`config.mk`:
```
export PLATFORM = sky130hd
export DESIGN_NAME = instr_encoder_flat
export DESIGN_NICKNAME = d
export VERILOG_FILES = /design/src/rtl/instr_encoder_if.sv /design/src/rtl/instr_encoder.sv /design/src/flat_wrapper.sv
export SDC_FILE = /design/constraint.sdc
export NUM_CORES = 1
export LEC_CHECK = 0
export ABC_AREA = 1
export BUFFER_PORTS_ARGS = -buffer_cell sky130_fd_sc_hd__buf_2
export CAP_MARGIN = 20
export CORE_ASPECT_RATIO = 1.2
export CORE_MARGIN = 5
export CORE_UTILIZATION = 55
export DETAILED_ROUTE_END_ITERATION = 8
export PLACE_DENSITY = 0.78
export SYNTH_ARGS = -nofsm -noshare
export SYNTH_HDL_FRONTEND = slang
export SYNTH_SLANG_ARGS = --single-unit
export TNS_END_PERCENT = 30
```
`constraint.sdc`:
```
create_clock -name clk_i -period 4.6 [get_ports clk_i]
set_input_delay 1.15 -clock clk_i [delete_from_list [all_inputs] [get_ports clk_i]]
set_output_delay 1.15 -clock clk_i [all_outputs]
set_load 0.05 [all_outputs]
```
`src/rtl/instr_encoder_if.sv`:
```
// instr_encoder_if: request and drain handshakes of the instruction encoder
interface instr_encoder_if #(
   parameter int CNT_W = 16
);
   logic             in_valid_i;
   logic             in_ready_o;
   logic [2:0]       class_i;
   logic [5:0]       funct_i;
   logic [4:0]       rs_i;
   logic [4:0]       rt_i;
   logic [4:0]       rd_i;
   logic [15:0]      imm_i;
   logic [31:0]      instr_o;
   logic             out_valid_o;
   logic             out_ready_i;
   logic [CNT_W-1:0] count_o;
   logic             err_o;
   modport master (
      output in_valid_i, class_i, funct_i, rs_i, rt_i, rd_i, imm_i, out_ready_i,
      input  in_ready_o, instr_o, out_valid_o, count_o, err_o
   );
   modport slave (
      input  in_valid_i, class_i, funct_i, rs_i, rt_i, rd_i, imm_i, out_ready_i,
      output in_ready_o, instr_o, out_valid_o, count_o, err_o
   );
endinterface

```
`src/rtl/instr_encoder.sv`:
```
// instr_encoder: encodes addi/slti/R-format/beq requests into a FIFO-buffered MIPS word stream; define ENC_BYPASS_EN for zero-latency pass-through when the FIFO is empty
module instr_encoder #(
   parameter int DEPTH = 4,
   parameter int CNT_W = 16
) (
   input logic            clk_i,
   input logic            rst_i,
   instr_encoder_if.slave bus
);
   localparam int AW = $clog2(DEPTH);
   logic [AW:0]      wr_ptr, rd_ptr;
   logic [31:0]      mem [DEPTH];
   logic [31:0]      word;
   logic [5:0]       op;
   logic             legal, full, empty, accept, push, pop, bypass, take, err;
   logic [CNT_W-1:0] count;
   // Encode the request and decide whether it is a supported instruction
   always_comb begin
      op    = bus.class_i == 3'd0 ? 6'b001000 :
              bus.class_i == 3'd1 ? 6'b001010 :
              bus.class_i == 3'd3 ? 6'b000100 : 6'b000000;
      word  = bus.class_i == 3'd2 ? {6'b000000, bus.rs_i, bus.rt_i, bus.rd_i, 5'b00000, bus.funct_i}
                                  : {op, bus.rs_i, bus.rt_i, bus.imm_i};
      legal = bus.class_i inside {3'd0, 3'd1, 3'd3} ||
              (bus.class_i == 3'd2 && bus.funct_i inside {6'b100000, 6'b100010, 6'b100100, 6'b100101, 6'b101010});
   end
   assign empty  = wr_ptr == rd_ptr;
   assign full   = (wr_ptr[AW] != rd_ptr[AW]) && (wr_ptr[AW-1:0] == rd_ptr[AW-1:0]);
   assign accept = bus.in_valid_i && !full;
`ifdef ENC_BYPASS_EN
   assign bypass = empty && accept && bus.out_ready_i && legal;
`else
   assign bypass = 1'b0;
`endif
   assign push            = accept && legal && !bypass;
   assign pop             = !empty && bus.out_ready_i;
   assign take            = pop || bypass;
   assign bus.in_ready_o  = !full;
   assign bus.out_valid_o = !empty || bypass;
   assign bus.instr_o     = !empty ? mem[rd_ptr[AW-1:0]] : bypass ? word : 32'd0;
   assign bus.count_o     = count;
   assign bus.err_o       = err;
   // Pointers, handed-out counter and sticky illegal-request flag
   always_ff @(posedge clk_i or posedge rst_i) begin
      if (rst_i) begin
         wr_ptr <= '0;
         rd_ptr <= '0;
         count  <= '0;
         err    <= 1'b0;
      end else begin
         if (push) wr_ptr <= wr_ptr + (AW+1)'(1);
         if (pop) rd_ptr <= rd_ptr + (AW+1)'(1);
         if (take) count <= count + CNT_W'(1);
         if (accept && !legal) err <= 1'b1;
      end
   end
   // Word storage; stale contents are masked by the empty check on read
   always_ff @(posedge clk_i) begin
      if (push) mem[wr_ptr[AW-1:0]] <= word;
   end
endmodule
```
`src/flat_wrapper.sv`:
```
// flat-port wrapper written by rule: the top's interface ports become plain ports
module instr_encoder_flat 
#(
   parameter int DEPTH = 4,
   parameter int CNT_W = 16
)
  (clk_i, rst_i, bus_in_valid_i, bus_class_i, bus_funct_i, bus_rs_i, bus_rt_i, bus_rd_i, bus_imm_i, bus_out_ready_i, bus_in_ready_o, bus_instr_o, bus_out_valid_o, bus_count_o, bus_err_o);
  instr_encoder_if #(.CNT_W(CNT_W)) bus_i ();
  input logic clk_i;
  input logic rst_i;
  input wire logic [$bits(bus_i.in_valid_i)-1:0] bus_in_valid_i;
  input wire logic [$bits(bus_i.class_i)-1:0] bus_class_i;
  input wire logic [$bits(bus_i.funct_i)-1:0] bus_funct_i;
  input wire logic [$bits(bus_i.rs_i)-1:0] bus_rs_i;
  input wire logic [$bits(bus_i.rt_i)-1:0] bus_rt_i;
  input wire logic [$bits(bus_i.rd_i)-1:0] bus_rd_i;
  input wire logic [$bits(bus_i.imm_i)-1:0] bus_imm_i;
  input wire logic [$bits(bus_i.out_ready_i)-1:0] bus_out_ready_i;
  output wire logic [$bits(bus_i.in_ready_o)-1:0] bus_in_ready_o;
  output wire logic [$bits(bus_i.instr_o)-1:0] bus_instr_o;
  output wire logic [$bits(bus_i.out_valid_o)-1:0] bus_out_valid_o;
  output wire logic [$bits(bus_i.count_o)-1:0] bus_count_o;
  output wire logic [$bits(bus_i.err_o)-1:0] bus_err_o;
  assign bus_i.in_valid_i = bus_in_valid_i;
  assign bus_i.class_i = bus_class_i;
  assign bus_i.funct_i = bus_funct_i;
  assign bus_i.rs_i = bus_rs_i;
  assign bus_i.rt_i = bus_rt_i;
  assign bus_i.rd_i = bus_rd_i;
  assign bus_i.imm_i = bus_imm_i;
  assign bus_i.out_ready_i = bus_out_ready_i;
  assign bus_in_ready_o = bus_i.in_ready_o;
  assign bus_instr_o = bus_i.instr_o;
  assign bus_out_valid_o = bus_i.out_valid_o;
  assign bus_count_o = bus_i.count_o;
  assign bus_err_o = bus_i.err_o;
  instr_encoder #(.DEPTH(DEPTH), .CNT_W(CNT_W)) u_core (.clk_i(clk_i), .rst_i(rst_i), .bus(bus_i));
endmodule
```
==> results.yml <==
detailed_routing:
  wl_mm: 13.38
  drt_iter0_markers: 355
  ant_nets: 0
  num_vias: 4547
  viasPerCell: 5.387
  route.detailed.drc: 0
  firstDrtPassIters: 5
  wl_per_cell_um: 15.85
placement:
  place.detailed.hpwl_mm: 8.186
  place_congestion: 0.8417
  numPortBuffers: 91
layout:
  drive_above_1_share_pct: 19.10
  nNetsFinal: 750
  antenna_cells: 0
  layout_commonest_cell: "nand2_1"
  layout_common_cells: "nand2_1, edfxtp_1, buf_2"
  syn_to_final_growth_pct: 18.71
floorplanning:
  core-area_mm2: 0.01104
  initial_core_util_pct: 56.07
  die-area_mm2: 0.01348
  die_w_um: 106.8
  num_rows: 42
  die_h_um: 126.2
  io_pins: 95
global_route:
  grt_first_pass_wirelength_mm: 21.83
  track_usage_pct: 20.78
  overflow: 0
  grt_pass1_vias: 4601
  grt_max_degree: 60
  antenna_found_initial: 0
synthesis:
  ys.flop_type: "edfxtp_1"
  seq_area_frac_synth_pct: 65.60
  synthArstFlopShare_pct: 16.55
  synthCells: 612
  yosys_register_bits: 139
  yosysWarnings: 0
  netlist-cell-type-count: 23
  syn_avg_cell_area_um2: 10.11
  syn_area_mm2: 0.006187
  synth_edf_count: 116
timing:
  tns_ns: 0
  drv_slew: 0
  max-slew-margin-rel_pct: 33.42
  finalHoldWorstSlack_ns: 0.4730
  clock_skew_ns: 0.008633
  finalSetupViolations: 0
  rsz0062_at_grt: "false"
  fmax_ghz: 0.2572
  worstMarginPinSlew_ns: 0.9963
  fin_crit_ns: 3.889
  hold_viol_final: 0
  period_share_pct: 84.54
clocking:
  clockBufferDepth: 2
  cts_max_level: 4
  post_cts_buffers: 0
  numCtsBuffers: 17
  cts.root.buffer_cell: "clkbuf_16"
  hold_buffers: 0
  insertion_delay_ns: 0.42
  post_cts_resized: 0
  clock-sinks: 139
  cts_tree: "yes"
  path_clk_slew_ns: 0.06
setup_path:
  worstPathArrival_ns: 2.74
  cp-start-kind: "flop"
  crit_fanout: 32
  end_kind: "output pin"
  cp.required_ns: 3.45
  crit_type: "reg -> out"
power:
  ir_worst_vdd_uv: 515.9
  p_leak_nw: 3.182
  power_density_mw_per_mm2: 742.2
min_path:
  hold_path_class: "reg -> reg"
job:
  maxCapViolCount: 0
run_status:
  run_status: "finished, final reports clean"
==> state kept, by name, summed over array words and instances (netlist names) <==
signal and count:
u_core.mem 116, u_core.bus.count_o 16, u_core.rd_ptr 3, u_core.wr_ptr 3
u_core.bus.err_o 1
==> cell type report <==
class	count	area, µm²
Clock inverter	13	175.2
Timing Repair Buffer	95	485.5
Multi-Input combinational cell	375	1759
Inverter	72	270.3
Sequential cell	139	4060
Tap cell	132	165.2
Fill cell	824	3691
Clock buffer	18	429.2
==> logic make-up after synthesis <==
| logic type | after synthesis | synth area share [%] |
|---|---|---|
| AND/OR/NAND/NOR | 254 | 16.20 |
| buffers and inverters | 100 | 6.572 |
| adder cells (fa/ha/maj) | 6 | 1.213 |
| AO/OA/AOI/OAI | 101 | 8.797 |
| flip-flops | 139 | 65.60 |
| other | 1 | 0.06061 |
| XOR/XNOR | 11 | 1.557 |
==> routing by layer <==
metal / vias to the layer above / track usage, % / part of all wire [%]
met5: - / 0 / 0
met4: 0 / 6.321 / 1.0
met3: 15 / 5.681 / 7.0
met2: 180 / 36.51 / 53
met1: 2151 / 24.85 / 39
li1: 2201 / - / -
==> worst paths after layout <==
check / startpoint / to / slack (ns) / depth (start not counted)
max in group asynchronous: rst_i / u_core.rd_ptr[0] / 3.05 / 2
setup / recovery: u_core.rd_ptr[1] / bus_instr_o[29] / 0.71 / 9
setup reg to reg: u_core.rd_ptr[1] / u_core.rd_ptr[1] / 1.75 / 10
hold reg to reg: u_core.bus.err_o / u_core.bus.err_o / 0.47 / 1
hold / removal: u_core.bus.err_o / u_core.bus.err_o / 0.47 / 1
min in group asynchronous: rst_i / u_core.bus.count_o[4] / 0.93 / 2
==> cells in the mapped netlist (9+ instances only) <==
master | number | area share, %
buf_2 | 10 | 0.81
clkbuf_1 | 13 | 0.79
o22ai_1 | 29 | 2.9
nor2_1 | 81 | 4.9
dfrtp_1 | 23 | 9.3
edfxtp_1 | 116 | 56
o21ai_0 | 65 | 5.3
xor2_1 | 9 | 1.3
nand2_1 | 153 | 9.3
inv_1 | 68 | 4.1
nand3_1 | 10 | 0.81
==> metrics by stage <==
| stage | area, µm² | utilization, % | power, mW | setup slack, ns | cells |
|---|---|---|---|---|---|
| finish | 7345 | 66.55 | 5.451 | 0.7114 | 844 |
| global route | 7345 | 66.55 | 5.740 | 0.4274 | 844 |
| CTS | 7345 | 66.55 | 5.483 | 0.6117 | 844 |
| detailed placement | 6740 | 61.08 | 4.074 | 0.9943 | 813 |
| global placement | 6740 | 61.08 | 4.026 | 1.078 | 813 |
| floorplan | 6195 | - | 3.503 | 1.105 | 614 |
==> report_power, final <==
part	leakage [nW]	total [mW]	internal, mW	switching (mW)
sequential	1.35	1.64	1.52	0.120
combinational	1.54	2.41	0.540	1.87
clock	0.291	1.40	0.898	0.503
==> worst max-delay path, stage by stage (launching register included) <==
cell     delay (ns)
dfrtp_1        0.35
buf_4          0.24
inv_1          0.08
buf_4          0.30
nand2_1        0.09
nand2_1        0.10
nand3_2        0.55
nand2_1        0.33
inv_1          0.06
buf_2          0.21
(Power assumes the default switching activity.)
